--- config.mk ---
export PLATFORM = sky130hd
export DESIGN_NAME = npu_act_mmio
export DESIGN_NICKNAME = d
export VERILOG_FILES = /design/src/rtl/npu_pkg.sv /design/src/rtl/sync_fifo.sv /design/src/rtl/npu_act_mmio.sv
export SDC_FILE = /design/constraint.sdc
export NUM_CORES = 1
export LEC_CHECK = 0
export BUFFER_PORTS_ARGS = -buffer_cell sky130_fd_sc_hd__buf_2
export CORE_MARGIN = 2
export CORE_UTILIZATION = 45
export CTS_CLUSTER_DIAMETER = 60
export DETAILED_ROUTE_END_ITERATION = 10
export PLACE_DENSITY_LB_ADDON = 0.3
export SETUP_SLACK_MARGIN = 0.5
export SYNTH_ARGS = -nofsm -noshare
export SYNTH_HDL_FRONTEND = slang
export SYNTH_SLANG_ARGS = --single-unit
--- constraint.sdc ---
create_clock -name clk_i -period 2.35 [get_ports clk_i]
set_input_delay 0 -clock clk_i [delete_from_list [all_inputs] [get_ports clk_i]]
set_output_delay 0 -clock clk_i [all_outputs]
set_load 0.03 [all_outputs]
--- src/rtl/npu_pkg.sv ---
// Shared definitions for the NPU activation MMIO slave: register map, modes, STATUS layout.
// Latency: n/a (constants and types only).
// Backpressure: n/a.
package npu_pkg;

    // Register offsets within the decoded low address window
    localparam int ADDR_CTRL   = 'h0;
    localparam int ADDR_INPUT  = 'h4;
    localparam int ADDR_OUTPUT = 'h8;
    localparam int ADDR_STATUS = 'hC;

    // CTRL bit positions
    localparam int CTRL_IRQ_EN = 2;
    localparam int CTRL_FLUSH  = 3;

    // STATUS bit positions
    localparam int STAT_IN_EMPTY  = 0;
    localparam int STAT_IN_FULL   = 1;
    localparam int STAT_OUT_EMPTY = 2;
    localparam int STAT_OUT_FULL  = 3;
    localparam int STAT_OVERFLOW  = 4;
    localparam int STAT_UNDERFLOW = 5;
    localparam int STAT_BUSY      = 6;
    localparam int STAT_CNT_LSB   = 8;

    typedef enum logic [1:0] {
        ACT_IDENT = 2'd0,
        ACT_RELU  = 2'd1,
        ACT_LEAKY = 2'd2,
        ACT_CLAMP = 2'd3
    } act_mode_e;

endpackage

--- src/rtl/sync_fifo.sv ---
// Synchronous first-word-fall-through FIFO with a synchronous clear.
// Latency: a push is visible on rdata/empty the cycle after the push edge.
// Backpressure: push while full and pop while empty are ignored; the caller gates both.
// Ports: clk/rst (sync, active-high), clear, push/wdata, pop/rdata, full, empty, count.
module sync_fifo #(
    parameter int DWidth = 32,
    parameter int Depth  = 4
) (
    input  logic                     clk,
    input  logic                     rst,
    input  logic                     clear,
    input  logic                     push,
    input  logic                     pop,
    input  logic [DWidth-1:0]        wdata,
    output logic [DWidth-1:0]        rdata,
    output logic                     full,
    output logic                     empty,
    output logic [$clog2(Depth):0]   count
);

    localparam int AW = $clog2(Depth);

    logic [DWidth-1:0] mem [Depth];
    logic [AW:0]       wptr;
    logic [AW:0]       rptr;

    // The extra pointer MSB separates full from empty when the index bits match
    assign count = wptr - rptr;
    assign empty = (wptr == rptr);
    assign full  = (wptr[AW] != rptr[AW]) && (wptr[AW-1:0] == rptr[AW-1:0]);
    assign rdata = mem[rptr[AW-1:0]];

    always_ff @(posedge clk) begin
        if (push && !full) begin
            mem[wptr[AW-1:0]] <= wdata;
        end
    end

    always_ff @(posedge clk) begin
        if (rst || clear) begin
            wptr <= '0;
            rptr <= '0;
        end else begin
            if (push && !full) begin
                wptr <= wptr + 1'b1;
            end
            if (pop && !empty) begin
                rptr <= rptr + 1'b1;
            end
        end
    end

endmodule

--- src/rtl/npu_act_mmio.sv ---
// Memory-mapped activation accelerator: INPUT FIFO -> 2-stage activation -> OUTPUT FIFO.
// Latency: INPUT write at edge t pops at t+1, stage 2 at t+2, output push at t+3; 1 elem/cycle.
// Backpressure: issue only while out_count + in-flight < FifoDepth; full INPUT drops + overflow.
// Ports: clk_i, rst_i (sync, active-high), cen_i/wen_i/addr_i/wdata_i bus, rdata_o (registered), irq_o.
module npu_act_mmio
    import npu_pkg::*;
#(
    parameter int DWidth     = 32,
    parameter int AddrWidth  = 8,
    parameter int FifoDepth  = 4,
    parameter int LeakyShift = 3,
    parameter int SatWidth   = 16
) (
    input  logic              clk_i,
    input  logic              rst_i,
    input  logic              cen_i,
    input  logic              wen_i,
    input  logic [DWidth-1:0] addr_i,
    input  logic [DWidth-1:0] wdata_i,
    output logic [DWidth-1:0] rdata_o,
    output logic              irq_o
);

    localparam int CW = $clog2(FifoDepth) + 1;

    localparam logic signed [DWidth-1:0] SAT_MAX =
        {{(DWidth-SatWidth+1){1'b0}}, {(SatWidth-1){1'b1}}};
    localparam logic signed [DWidth-1:0] SAT_MIN =
        {{(DWidth-SatWidth+1){1'b1}}, {(SatWidth-1){1'b0}}};

    function automatic logic [DWidth-1:0] act_fn(input logic [DWidth-1:0] x,
                                                  input act_mode_e m);
        logic signed [DWidth-1:0] sx;
        sx     = $signed(x);
        act_fn = x;
        case (m)
            ACT_RELU:  if (sx < 0) act_fn = '0;
            ACT_LEAKY: if (sx < 0) act_fn = sx >>> LeakyShift;
            ACT_CLAMP: begin
                if (sx > SAT_MAX)      act_fn = SAT_MAX;
                else if (sx < SAT_MIN) act_fn = SAT_MIN;
            end
            default:   act_fn = x;
        endcase
    endfunction

    // Bus decode
    logic [AddrWidth-1:0] addr;
    logic                 rd, wr;
    logic                 sel_ctrl, sel_input, sel_output, sel_status;
    logic                 unused_addr_bits;

    assign addr             = addr_i[AddrWidth-1:0];
    assign unused_addr_bits = ^addr_i[DWidth-1:AddrWidth];
    assign rd               = cen_i & ~wen_i;
    assign wr               = cen_i & wen_i;
    assign sel_ctrl         = (addr == AddrWidth'(ADDR_CTRL));
    assign sel_input        = (addr == AddrWidth'(ADDR_INPUT));
    assign sel_output       = (addr == AddrWidth'(ADDR_OUTPUT));
    assign sel_status       = (addr == AddrWidth'(ADDR_STATUS));

    // Control / status state
    act_mode_e mode;
    logic      irq_en;
    logic      flush_q;
    logic      overflow, underflow;

    // FIFO wiring
    logic [DWidth-1:0] in_rdata, out_rdata;
    logic              in_full, in_empty, out_full, out_empty;
    logic [CW-1:0]     in_count, out_count;
    logic              in_push, in_pop, out_pop;
    logic              ovf_set, unf_set;

    // Pipeline
    logic              s1_vld, s2_vld;
    logic [DWidth-1:0] s1_dat, s2_dat;
    act_mode_e         s1_mode;
    logic [CW:0]       occupancy;

    assign in_push = wr & sel_input & ~in_full;
    assign ovf_set = wr & sel_input & in_full;
    assign out_pop = rd & sel_output & ~out_empty;
    assign unf_set = rd & sel_output & out_empty;

    // Reserve output space for everything already in flight so the output FIFO
    // can never overflow and the pipeline never needs a stall.
    assign occupancy = (CW+1)'(out_count) + (CW+1)'(s1_vld) + (CW+1)'(s2_vld);
    assign in_pop    = ~in_empty & ~flush_q & (occupancy < (CW+1)'(FifoDepth));

    sync_fifo #(.DWidth(DWidth), .Depth(FifoDepth)) u_in_fifo (
        .clk   (clk_i),
        .rst   (rst_i),
        .clear (flush_q),
        .push  (in_push),
        .pop   (in_pop),
        .wdata (wdata_i),
        .rdata (in_rdata),
        .full  (in_full),
        .empty (in_empty),
        .count (in_count)
    );

    sync_fifo #(.DWidth(DWidth), .Depth(FifoDepth)) u_out_fifo (
        .clk   (clk_i),
        .rst   (rst_i),
        .clear (flush_q),
        .push  (s2_vld),
        .pop   (out_pop),
        .wdata (s2_dat),
        .rdata (out_rdata),
        .full  (out_full),
        .empty (out_empty),
        .count (out_count)
    );

    // Read mux
    logic [DWidth-1:0] rd_mux;
    always_comb begin
        rd_mux = '0;
        if (sel_ctrl) begin
            rd_mux[1:0]         = mode;
            rd_mux[CTRL_IRQ_EN] = irq_en;
        end else if (sel_output) begin
            rd_mux = out_empty ? '0 : out_rdata;
        end else if (sel_status) begin
            rd_mux[STAT_IN_EMPTY]       = in_empty;
            rd_mux[STAT_IN_FULL]        = in_full;
            rd_mux[STAT_OUT_EMPTY]      = out_empty;
            rd_mux[STAT_OUT_FULL]       = out_full;
            rd_mux[STAT_OVERFLOW]       = overflow;
            rd_mux[STAT_UNDERFLOW]      = underflow;
            rd_mux[STAT_BUSY]           = s1_vld | s2_vld;
            rd_mux[STAT_CNT_LSB +: 8]   = 8'(out_count);
        end
    end

    logic w1c;
    assign w1c = wr & sel_status;

    always_ff @(posedge clk_i) begin
        if (rst_i) begin
            mode      <= ACT_IDENT;
            irq_en    <= 1'b0;
            flush_q   <= 1'b0;
            overflow  <= 1'b0;
            underflow <= 1'b0;
            s1_vld    <= 1'b0;
            s2_vld    <= 1'b0;
            s1_dat    <= '0;
            s1_mode   <= ACT_IDENT;
            s2_dat    <= '0;
            rdata_o   <= '0;
            irq_o     <= 1'b0;
        end else begin
            flush_q <= wr & sel_ctrl & wdata_i[CTRL_FLUSH];
            if (wr && sel_ctrl) begin
                mode   <= act_mode_e'(wdata_i[1:0]);
                irq_en <= wdata_i[CTRL_IRQ_EN];
            end

            // Mode travels with each element so later CTRL writes leave it alone
            s1_vld <= in_pop;
            if (in_pop) begin
                s1_dat  <= in_rdata;
                s1_mode <= mode;
            end
            s2_vld <= s1_vld & ~flush_q;
            if (s1_vld) begin
                s2_dat <= act_fn(s1_dat, s1_mode);
            end

            // Sticky bits: a same-cycle set beats the W1C clear
            overflow  <= ovf_set | (overflow  & ~(w1c & wdata_i[STAT_OVERFLOW]));
            underflow <= unf_set | (underflow & ~(w1c & wdata_i[STAT_UNDERFLOW]));

            if (rd) begin
                rdata_o <= rd_mux;
            end
            irq_o <= irq_en & ~out_empty;
        end
    end

    logic unused_in_count;
    assign unused_in_count = ^in_count;

endmodule
## Word-level counts from Yosys, hierarchy flattened

Memories as Yosys holds them, arrays and structs flattened. A register that Yosys moved wholly into a read port is not among the register bits.
Cells that the tools add are included.
Widths: inputs -> output; s select.

| word-level totals | value |
|---|---|
| bits in registers | 87 |
| bits in writable memories | 256 |
| input port bits | 68 |
| output and inout bits | 33 |
| word-level logic and storage cells | 102 |
| memories | 2 |

| operators by class | value |
|---|---|
| $add $sub $neg | 7 |
| order comparisons | 4 |
| eq/ne operators | 12 |
| muxes and demuxes | 20 |
| bitwise gates (word level) | 29 |
| reductions and logical operators | 13 |

Memory list:

| memory | depth | bits a word | rd ports | clocked after Yosys merged registers in | wr ports | RTL line | text |
|---|---|---|---|---|---|---|---|
| u_in_fifo.mem | 4 | 32 | 1 | 1 | 1 | sync_fifo.sv:23 | `logic [DWidth-1:0] mem [Depth];` |
| u_out_fifo.mem | 4 | 32 | 1 | 1 | 1 | sync_fifo.sv:23 |  |

Operators by type and width:

| cell | count |
|---|---|
| $mux 32 | 4 |
| $pmux 32 s3 | 1 |
| $gt 32x16->1 const B | 1 |
| $lt 32x1->1 const B | 1 |
| $lt 32x16->1 const B | 1 |
| $mux 31 | 1 |
| $mux 29 | 1 |
| $and 1x1->1 | 19 |
| $eq 8x4->1 const B | 2 |
| $mux 16 | 1 |
| $mux 7 | 2 |
| $add 3x1->3 const B | 4 |
| $eq 8x3->1 const B | 1 |
| $logic_not 8->1 | 1 |
| $mux 8 | 1 |
| $logic_and 1x1->1 | 7 |
| $not 1->1 | 7 |
| $eq 3x3->1 | 2 |
| $mux 3 | 2 |
| $mux 1 | 5 |
| $add 3x1->4 | 1 |
| $add 4x1->4 | 1 |
| $eq 2x2->1 | 2 |
| $eq 2x2->1 const B | 2 |
| 8 further kinds | 15 |

## Depth between registers and ports, before layout

Gate-level depths: netlist (run 1).

| depth | value |
|---|---|
| depth after elaboration | 7 |
| depth in mapped cells | 10 |
| depth with buffers taken out | 8 |

## By module

A second synthesis (run 1) with hierarchy kept.

| unflattened totals | value |
|---|---|
| cell total of the unflattened synthesis | 1,062 |
| area, all modules | 15,457.3 sq um |

Modules (own cells, without submodules):

| module | times used | cells an instance | area an instance (sq um) | seq. area each (sq um) |
|---|---|---|---|---|
| sync_fifo | 2 | 227 | 5,170.0 | 4,003.8 |
| npu_act_mmio | 1 | 608 | 5,117.4 | 2,142.1 |

## Worst setup path after synthesis (run 1)

OpenSTA, ideal clock, no wires.

| timing path | value |
|---|---|
| kind | register to register |
| from | register u_in_fifo.rptr[1] |
| to | memory u_in_fifo.mem[3][0] (enable) |
| setup time | 0.392 ns |
| arrival time | 2.233 ns |
| required time | 1.958 ns |
| slack | -0.275 ns |
| stages on the path, launching flop included | 6 |
| buffers on the path | 1 |
| period minus slack after synthesis | 2.625 ns |
| cells stage by stage | dfxtp_1 clkbuf_1 xor2_1 nor3_1 nor4_1 and2_1 |

| on the way | value |
|---|---|
| longest elaborated chain between the ends | 7 |
| elaborated cells between the ends (all ways) | 8 |
| those cells by class | eq/ne (1); mux (2); bitwise (2); reduce/logical (3) |

Ends and longest elaborated chain:

| item | RTL line | text |
|---|---|---|
| from (decl) | sync_fifo.sv:25 | `logic [AW:0] rptr;` |
| from (signal assigned) | sync_fifo.sv:48 | `rptr <= rptr + 1'b1;` |
| $eq 2x2->1 * | sync_fifo.sv:30 | `assign full = (wptr[AW] != rptr[AW]) && (wptr[AW-1:0] == rptr[AW-1:0]);` |
| $logic_and 1x1->1 * | sync_fifo.sv:30 |  |
| $not 1->1 | npu_act_mmio.sv:81 | `assign in_push = wr & sel_input & ~in_full;` |
| $and 1x1->1 | npu_act_mmio.sv:81 |  |
| $logic_and 1x1->1 * | sync_fifo.sv:34 | `if (push && !full) begin` |
| $mux 1 * | sync_fifo.sv:34 |  |
| $mux 1 (not written as such) * | sync_fifo.sv:35 | `mem[wptr[AW-1:0]] <= wdata;` |
| to (decl) | sync_fifo.sv:23 |  |

Every way passes the cells marked *; elsewhere a longest branch is shown, timed or not.

## Final worst setup path (run 1)

| timing path | value |
|---|---|
| from | register u_out_fifo.wptr[0] |
| to | register s1_dat[8], read port of u_in_fifo.mem |

| on the way | value |
|---|---|
| longest elaborated chain between the ends | 5 |

Ends and longest elaborated chain:

| item | RTL line | text |
|---|---|---|
| from (decl) | sync_fifo.sv:24 | `logic [AW:0] wptr;` |
| from (signal assigned) | sync_fifo.sv:45 | `wptr <= wptr + 1'b1;` |
| $sub 3x3->3 | sync_fifo.sv:28 | `assign count = wptr - rptr;` |
| $add 3x1->4 | npu_act_mmio.sv:88 | `assign occupancy = (CW+1)'(out_count) + (CW+1)'(s1_vld) + (CW+1)'(s2_vld);` |
| $add 4x1->4 | npu_act_mmio.sv:88 |  |
| $lt 4x3->1 | npu_act_mmio.sv:89 | `assign in_pop = ~in_empty & ~flush_q & (occupancy < (CW+1)'(FifoDepth));` |
| $and 1x1->1 | npu_act_mmio.sv:89 |  |
| to (decl) | npu_act_mmio.sv:77 | `logic [DWidth-1:0] s1_dat, s2_dat;` |

Every way passes these cells.
A chain may end at the register's enable or synchronous reset.

==> results of run 1 <==
-- where the power goes --
group	switching, mW	total, mW	internal (mW)
Clock	2.53	6.08	3.55
Sequential	0.351	7.82	7.47
Combinational	2.03	3.85	1.82
-- final cells by class --
cell class,count,area share [%]
clock buffers,54,5.71
clock inverters,20,0.851
inverters,11,0.245
multi-input cells,541,26.9
flip-flops and latches,377,52.3
well taps,442,2.85
repair buffers,232,11.2
-- logic make-up after synthesis --
family          count (synthesis)  share of synthesized area, %
flops                         377                          68.0
compound gates                251                          11.3
simple gates                  189                          6.19
fa+ha+maj                      15                          1.31
mux                            72                          10.2
buf+inv                        86                          2.26
xor+xnor                       11                         0.749
-- tightest hold or removal path, stage by stage --
cell     delay (ns)
buf_2          0.09
or4_4          0.14
nor4_1         0.09
nand2_1        0.08
a21oi_1        0.06
-- Yosys cell counts (5+ instances only) --
| library cell | instances |
|---|---|
| nand2b_1 | 11 |
| a21o_1 | 14 |
| nor4_1 | 9 |
| ha_1 | 14 |
| buf_1 | 8 |
| inv_1 | 11 |
| mux4_2 | 64 |
| o31ai_1 | 5 |
| nand2_1 | 36 |
| nand4_1 | 5 |
| clkbuf_1 | 61 |
| a22o_1 | 9 |
| o21ai_0 | 44 |
| a311oi_1 | 18 |
| o211ai_1 | 5 |
| and2_1 | 10 |
| nand3_1 | 43 |
| mux2i_1 | 8 |
| xor2_1 | 6 |
| edfxtp_1 | 256 |
| o221ai_1 | 10 |
| a21boi_0 | 6 |
| dfxtp_1 | 121 |
| o21bai_1 | 10 |
| buf_2 | 5 |
| a31oi_1 | 12 |
| a21oi_1 | 58 |
| nor2_1 | 54 |
| a22oi_1 | 37 |
-- timing repair --
item,in CTS,in global routing
cloned,6,11
pin swaps,69,51
endpoints found under the hold margin,141,1
setup buffers,26,27
endpoints found under the setup margin,316,223
gates resized for setup,80,97
-- metal layers --
metal	global-route usage (%)	routed length (microns)	vias to the layer above
met5	0	0	-
met2	30.1	16400	272
li1	-	-	4370
met1	26.7	14900	4773
met4	5.83	940	0
met3	2.78	1620	70
-- state kept, by name, summed over array words and instances, names as in the netlist, 2 cells and up, named ones only --
signal	flops
u_out_fifo.wptr	3
s1_dat	32
rdata_o	32
u_in_fifo.rptr	3
u_in_fifo.wptr	3
s1_mode	2
u_out_fifo.mem	128
u_in_fifo.mem	128
u_out_fifo.rptr	3
mode	2
s2_dat	32
-- worst max-delay path by stage --
stage                     depth (start not counted)                              to  slack, ns                             from
after global routing                             11          s1_dat[8]$_SDFFE_PP0P_       0.16  u_out_fifo.wptr[0]$_SDFFE_PP0P_
after floorplan                                   5  u_out_fifo.mem[3][0]$_DFFE_PP_       0.36  u_out_fifo.wptr[0]$_SDFFE_PP0P_
after CTS                                         9  u_in_fifo.rptr[0]$_SDFFE_PP0P_       0.28  u_out_fifo.wptr[0]$_SDFFE_PP0P_
final                                            11          s1_dat[8]$_SDFFE_PP0P_       0.24  u_out_fifo.wptr[0]$_SDFFE_PP0P_
after detailed placement                          8          s2_dat[6]$_SDFFE_PP0P_      -0.03          s1_dat[18]$_SDFFE_PP0P_
after global placement                            8          s2_dat[8]$_SDFFE_PP0P_      -0.04          s1_dat[20]$_SDFFE_PP0P_
==> run summary, run 1 <==
CP Cell Sequence - inv_4, ha_4, inv_2, fa_2, xor3_2, o31a_1, buf_6, buf_8, clkbuf_16, nand3_2, a21oi_2
most area-hungry cell type in the Yosys netlist - edfxtp_1
final period utilization - 89.7%
Final TNS setup - 0 ns
ys async rst share - 0%
RSZ-0062 raised after global routing - true
PD cells - 915 mW/mm^2
commonest cells after routing, fill and taps aside - 256 x edfxtp_1, 105 x dfxtp_1, 75 x buf_2, 71 x buf_4, 64 x mux4_2
Max Cap Violations - 0
largest net degree at the start of global routing - 66
Register-to-Register Path Depth - 11
CTS tree - yes
# fillers - 2538
die width - 186 microns
Clock transition at path regs - 0.06 ns
Post-Route Utilization - 59.6%
setup slack after layout - 0.243 ns
vias in the first global route - 9130
layout cells sized above 1 - 38.2%
DR vias/cell - 5.66
sequential share of the synthesized area - 68.0%
largest fanout on the critical path - 5
Slew @ Worst Pin - 0.814 ns
core area - 0.0325 sq mm
port bufs - 76
post-synth top area share - 51.7%
slowest CP cell - dfxtp_4
CP Capture Type - register
initial DRC count - 830
critical path class - reg2reg
wire per inst - 20.2 microns
Post-Layout Cell Count - 1677
nets - 1286
Placed Cells - 1493
Period minus WS final - 2.11 ns
Worst Hold Launch - addr_i[5]
Hold WC Path Type - in2reg
Critical Path Max Stage Delay - 0.35 ns
grt ovf - 0
die area - 0.0345 sq mm
CTS Buf Count - 40
Multi-input gate area - 0.00521 sq mm
vias - 9485
Sequential Area - 0.0101 sq mm
Startpoint Class - register
Post-route DRC - 0
synthesized flop and latch total - 377
violated checks - hold timing
Routed Antenna Nets - 0
DP HPWL - 19400 microns
1st-pass router iterations - 5
CP arrival - 2.56 ns
I/O pin count - 101
ys flop type - edfxtp_1
clk buf depth - 3
Peak VDD IR - 622 uV
FF-to-FF Start - u_out_fifo.wptr[0]$_SDFFE_PP0P_
area of placed instances - 0.0162 sq mm
total power - 17.8 mW
RR Endpoint - s1_dat[8]$_SDFFE_PP0P_
commonest non-fill, non-tap cell in the layout - edfxtp_1
number of library cell types mapped by synthesis - 56
r2r setup slk - 0.24 ns
antenna fix cells - 0
Mapped Cells - 1001
final-report hold violation count - 2
status - finished, violations left
max-slew violation count - 0
Die Span Y - 186 microns
hold_ws - -0.0147 ns
Synth area leaders - edfxtp_1 52%, dfxtp_1 16%, mux4_2 9.7%
row count - 66
fmax - 475 MHz
worst relative slew slack - 45.3%
clk sinks - 377
WL final - 33800 microns
family with the most delay on the worst path - buffers and inverters
post-synth net total - 1084
Worst Path Required - 2.80 ns
Final Cell Area - 0.0194 sq mm
Final Setup Violations - 0
Area growth, synth to finish - 30.4%
root buffer cell - clkbuf_16
CTS Hold Bufs - 40
Setup WS pre-CTS - -0.0320 ns
H-tree levels - 2
first-pass GRT wire length - 50400 microns
antenna violations before repair - 0
WHS Path Cells - 5
Buf/Inv on CP - 5
Clock Latency Late Sink - 0.53 ns
Tot GR Track Use - 18.8%
Setup Skew - 0.0170 ns
Hold Crit Endpoint - overflow$_SDFF_PP0_
initial core utilization - 45.7%
syn avg cell area - 14.9 sq um
Synth Cell Area - 0.0149 sq mm
total leakage power - 6.57 nW
Post-synth EDFFs - 256
YS warnings - 0
GP Congestion - 0.836
Note: power is estimated with default switching activity, not from simulation.
==> run 2, diff against run 1 <==
--- a/config.mk
+++ b/config.mk
@@ -10,7 +10,7 @@
 export CORE_UTILIZATION = 45
 export CTS_CLUSTER_DIAMETER = 60
 export DETAILED_ROUTE_END_ITERATION = 10
-export PLACE_DENSITY_LB_ADDON = 0.3
+export PLACE_DENSITY = 0.66
 export SETUP_SLACK_MARGIN = 0.5
 export SYNTH_ARGS = -nofsm -noshare
 export SYNTH_HDL_FRONTEND = slang
==> run 2 against run 1 <==
The flow now finishes without violations. Non-clock buffer count fell by 13. Clock power fell by 2%. Clock skew fell by 0.0027 ns. Core utilization fell by 0.61 points. Cell area fell by 1.0%. Largest cell class unchanged.
==> run summary, run 2 (synthesized netlist as in run 1, its figures left out) <==
PD cells - 900 mW/mm^2
antenna violations before repair - 0
CP arrival - 2.52 ns
antenna fix cells - 0
Post-Layout Cell Count - 1660
grt ovf - 0
wire per inst - 20.7 microns
Routed Antenna Nets - 0
initial DRC count - 788
Period minus WS final - 2.07 ns
port bufs - 76
slowest CP cell - dfxtp_4
Final Cell Area - 0.0192 sq mm
worst relative slew slack - 45.6%
DP HPWL - 19300 microns
clk buf depth - 3
commonest non-fill, non-tap cell in the layout - edfxtp_1
largest net degree at the start of global routing - 65
Die Span Y - 186 microns
CTS tree - yes
RSZ-0062 raised after global routing - true
max-slew violation count - 0
first-pass GRT wire length - 51400 microns
commonest cells after routing, fill and taps aside - 256 x edfxtp_1, 103 x dfxtp_1, 75 x buf_2, 64 x mux4_2, 56 x buf_4
vias - 9446
CP Capture Type - register
Register-to-Register Path Depth - 10
Placed Cells - 1486
root buffer cell - clkbuf_16
clk sinks - 377
Hold Crit Endpoint - overflow$_SDFF_PP0_
DR vias/cell - 5.69
largest fanout on the critical path - 17
Worst Path Required - 2.79 ns
Clock Latency Late Sink - 0.52 ns
final period utilization - 88.3%
1st-pass router iterations - 5
Hold WC Path Type - in2reg
Max Cap Violations - 0
r2r setup slk - 0.28 ns
GP Congestion - 0.806
Final TNS setup - 0 ns
layout cells sized above 1 - 34.6%
I/O pin count - 101
nets - 1271
vias in the first global route - 9233
core area - 0.0325 sq mm
Setup Skew - 0.0142 ns
family with the most delay on the worst path - buffers and inverters
row count - 66
critical path class - reg2reg
die area - 0.0345 sq mm
Buf/Inv on CP - 4
H-tree levels - 2
Area growth, synth to finish - 29.1%
Startpoint Class - register
initial core utilization - 45.7%
Post-Route Utilization - 59.0%
Tot GR Track Use - 19.2%
FF-to-FF Start - u_out_fifo.wptr[0]$_SDFFE_PP0P_
total leakage power - 6.47 nW
Worst Hold Launch - addr_i[0]
Post-route DRC - 0
final-report hold violation count - 0
WL final - 34300 microns
CP Cell Sequence - inv_4, ha_4, inv_2, fa_2, xor3_2, buf_6, o31ai_4, clkbuf_16, o21ai_1, a21oi_1
WHS Path Cells - 5
CTS Buf Count - 39
status - finished, final reports clean
Final Setup Violations - 0
Critical Path Max Stage Delay - 0.35 ns
area of placed instances - 0.0162 sq mm
fmax - 482 MHz
Clock transition at path regs - 0.06 ns
Peak VDD IR - 652 uV
Slew @ Worst Pin - 0.809 ns
die width - 186 microns
RR Endpoint - s1_dat[8]$_SDFFE_PP0P_
==> run 2: changes by cell type in the layout (fill, tap and decap cells not counted), sizes merged <==
cell      change
buf          -13
clkinv        -2
clkinvlp      +2
inv           -2
and2          -1
clkbuf        -1
==> run 2: how the worst max path moves through the flow <==
| stage | start | endpoint | slack (ns) | cells past startpoint |
|---|---|---|---|---|
| 6_report | u_out_fifo.wptr[0]$_SDFFE_PP0P_ | s1_dat[8]$_SDFFE_PP0P_ | 0.28 | 10 |
| 5_1_grt | u_out_fifo.wptr[0]$_SDFFE_PP0P_ | s1_dat[12]$_SDFFE_PP0P_ | 0.21 | 10 |
| 4_1_cts | s1_dat[29]$_SDFFE_PP0P_ | s2_dat[8]$_SDFFE_PP0P_ | 0.34 | 8 |
| 3_5_place_dp | s1_dat[20]$_SDFFE_PP0P_ | s2_dat[8]$_SDFFE_PP0P_ | -0.09 | 8 |
| 3_3_place_gp | s1_dat[20]$_SDFFE_PP0P_ | s2_dat[8]$_SDFFE_PP0P_ | -0.03 | 8 |
| 2_1_floorplan | u_out_fifo.wptr[0]$_SDFFE_PP0P_ | u_out_fifo.mem[3][0]$_DFFE_PP_ | 0.36 | 5 |
==> run 2: layout make-up <==
type	instances	area, sq um
Inverter	11	47.5
Tap cell	442	553
Fill cell	2499	13300
Clock buffer	53	1080
Clock inverter	18	166
Multi-Input combinational cell	540	5020
Sequential cell	377	10100
Timing Repair Buffer	219	2180
==> run 2: per-layer routing <==
| metal | GRT usage [%] | wire length, microns |
|---|---|---|
| met2 | 31.6 | 17000 |
| met5 | 0 | 0 |
| met1 | 26.8 | 14900 |
| met3 | 3.13 | 1770 |
| met4 | 4.82 | 669 |
==> run 2: where the power goes <==
part / internal (mW) / total, mW / switching, mW
clock: 3.47 / 5.97 / 2.50
combinational: 1.62 / 3.51 / 1.89
sequential: 7.47 / 7.80 / 0.326
total: 12.6 / 17.3 / 4.71
==> run 2: stage by stage <==
step | worst slack, ns | hold WS (ns) | power [mW]
2_1_floorplan | 0.363 | 0.0989 | 9.51
3_5_place_dp | -0.0928 | 0.215 | 10.3
6_report | 0.276 | 0.000978 | 17.3
5_1_grt | 0.208 | 0.0192 | 18.0
4_1_cts | 0.337 | -0.0391 | 17.0
3_3_place_gp | -0.0345 | 0.214 | 10.3
==> run 2: timing repair <==
action,4_1_cts,5_1_grt
pin swaps,38,48
setup endpoints to repair,322,257
hold endpoints to repair,141,0
cloned,9,14
setup buffers,25,15
gates resized for setup,73,62
hold buffers,40,0
==> run 2: worst reg2reg max path, stage by stage, from the launching register on <==
cell,delay (ns)
dfxtp_4,0.35
inv_4,0.06
ha_4,0.12
inv_2,0.03
fa_2,0.33
xor3_2,0.28
buf_6,0.16
o31ai_4,0.13
clkbuf_16,0.29
o21ai_1,0.07
a21oi_1,0.17
==> run 3, diff against run 2 <==
--- a/config.mk
+++ b/config.mk
@@ -11,7 +11,7 @@
 export CTS_CLUSTER_DIAMETER = 60
 export DETAILED_ROUTE_END_ITERATION = 10
 export PLACE_DENSITY = 0.66
-export SETUP_SLACK_MARGIN = 0.5
+export SETUP_SLACK_MARGIN = 0.2
 export SYNTH_ARGS = -nofsm -noshare
 export SYNTH_HDL_FRONTEND = slang
 export SYNTH_SLANG_ARGS = --single-unit
==> run 3 against run 2 <==
Sequential share of layout area is 3.2 points higher. Critical path depth unchanged. Power fell by 3.8%. Clock skew shrank 0.0059 ns. Global-route usage down 1.4 points. Wire length shrank 12%. Via count shrank 5.3%. Core utilization shrank 3.5 points. Largest power group unchanged.
==> run summary, run 3 (synthesized netlist as in run 1, its figures left out) <==
layout cells sized above 1 - 26.2%
CTS tree - yes
Worst Hold Launch - rst_i
Critical Path Stages - 10
nets - 1226
WL final - 30400 microns
clk sinks - 377
commonest non-fill, non-tap cell in the layout - edfxtp_1
DR vias/cell - 5.54
vias in the first global route - 8632
RSZ-0062 raised after global routing - true
grt ovf - 0
fmax - 485 MHz
Critical Path Max Stage Delay - 0.37 ns
hold_ws - 0.0239 ns
Setup Skew - 0.00833 ns
H-tree levels - 2
slowest CP cell - fa_1
Critical path origin - u_out_fifo.wptr[0]$_SDFFE_PP0P_
PD cells - 921 mW/mm^2
commonest cells after routing, fill and taps aside - 256 x edfxtp_1, 109 x dfxtp_1, 75 x buf_2, 64 x mux4_2, 56 x a21oi_1
first-pass GRT wire length - 47800 microns
Clock transition at path regs - 0.06 ns
CTS Buf Count - 38
r2r setup slk - 0.29 ns
critical path class - reg2reg
Startpoint Class - register
clk buf depth - 3
Area growth, synth to finish - 21.4%
Post-route DRC - 0
# fillers - 2647
wire per inst - 18.8 microns
antenna violations before repair - 0
family with the most delay on the worst path - adder cells
total power - 16.6 mW
Post-Route Utilization - 55.5%
Die Span Y - 186 microns
initial core utilization - 45.7%
largest fanout on the critical path - 3
Clock Latency Late Sink - 0.51 ns
status - finished, final reports clean
antenna fix cells - 0
Period minus WS final - 2.06 ns
vias - 8943
CP Cell Sequence - inv_2, ha_4, inv_1, fa_1, xor3_2, o31a_1, buf_4, buf_4, a31oi_1, a41o_1
setup slack after layout - 0.289 ns
Register-to-Register Path Depth - 10
initial DRC count - 784
1st-pass router iterations - 5
WHS Path Cells - 2
Post-Layout Cell Count - 1615
RR Endpoint - u_in_fifo.rptr[2]$_SDFFE_PP0P_
DP HPWL - 18300 microns
final period utilization - 87.7%
Setup WS pre-CTS - -0.110 ns
largest net degree at the start of global routing - 68
GP Congestion - 0.817
die width - 186 microns
Slew @ Worst Pin - 0.734 ns
root buffer cell - clkbuf_16
FF-to-FF Start - u_out_fifo.wptr[0]$_SDFFE_PP0P_
worst relative slew slack - 51.0%
CP arrival - 2.47 ns
Max Cap Violations - 0
die area - 0.0345 sq mm
total leakage power - 6.12 nW
CP dominant cell by count - buf_4
row count - 66
max-slew violation count - 0
Tot GR Track Use - 17.8%
port bufs - 76
Buf/Inv on CP - 4
I/O pin count - 101
core area - 0.0325 sq mm
Hold Crit Endpoint - irq_en$_SDFFE_PP0P_
Hold WC Path Type - in2reg
final-report hold violation count - 0
Peak VDD IR - 578 uV
Final Setup Violations - 0
Placed Cells - 1495
Routed Antenna Nets - 0
Worst Path Required - 2.76 ns
CP Capture Type - register
run 3: cell count changes in the layout (fill, tap and decap cells not counted), moves of 9 or more:
cell      delta
nand3_2     -16
a21oi_2     -11
clkbuf_1     -9
o21ai_0     +24
o221ai_1     +9
a21oi_1     +12
nand3_1     +18
buf_4       -14
o21ai_1     -24
run 3: worst reg2reg max path, delay by kind of cell, from the launching register on:
kind            cells  cell delay (ns)
xor+xnor            1             0.31
buf+inv             4             0.40
flops               1             0.32
compound gates      3             0.45
fa+ha+maj           2             0.49
run 3: area by class of cell:
cell class	instances	area, sq um	share of cell area (%)
clock buffer	46	1100	6.07
clock inverter	24	226	1.25
inverter	11	41.3	0.229
multi-input combinational	539	4560	25.3
sequential	377	10100	56.1
tap	442	553	3.06
timing repair buffer	176	1450	8.04
run 3: per-stage QoR:
stage	TNS (ns)	instance area, sq um
2_1_floorplan	0	14900
3_3_place_gp	0	16100
3_5_place_dp	-0.617	16100
4_1_cts	0	17900
5_1_grt	0	18100
6_report	0	18100
run 3: worst max-delay path by stage:
stage | to | slack [ns]
after detailed placement | s2_dat[8]$_SDFFE_PP0P_ | -0.11
after CTS | s2_dat[26]$_SDFFE_PP0P_ | 0.21
after global placement | s2_dat[6]$_SDFFE_PP0P_ | 0.003
after floorplan | u_in_fifo.mem[0][0]$_DFFE_PP_ | 0.05
after global routing | s2_dat[20]$_SDFFE_PP0P_ | 0.18
final | u_in_fifo.rptr[2]$_SDFFE_PP0P_ | 0.29
run 3: metal layers:
metal | up-vias | wire [microns] | global-route usage [%]
met4 | 0 | 491 | 4.06
li1 | 4232 | - | -
met1 | 4453 | 14200 | 26.3
met5 | - | 0 | 0
met2 | 216 | 14300 | 27.9
met3 | 42 | 1380 | 2.82
run 3: timing repair:
action | CTS | global route
pin swaps | 0 | 11
buffers inserted | 1 | 3
endpoints found under the setup margin | 68 | 323
gates resized for setup | 7 | 27
gates cloned | 0 | 3
hold buffers | 43 | 0
endpoints found under the hold margin | 140 | 0
run 3: power by group:
group	internal (mW)	total (mW)	switching, mW
clock	3.77	6.24	2.46
sequential	7.47	7.75	0.279
combinational	1.19	2.63	1.44
total	12.4	16.6	4.19
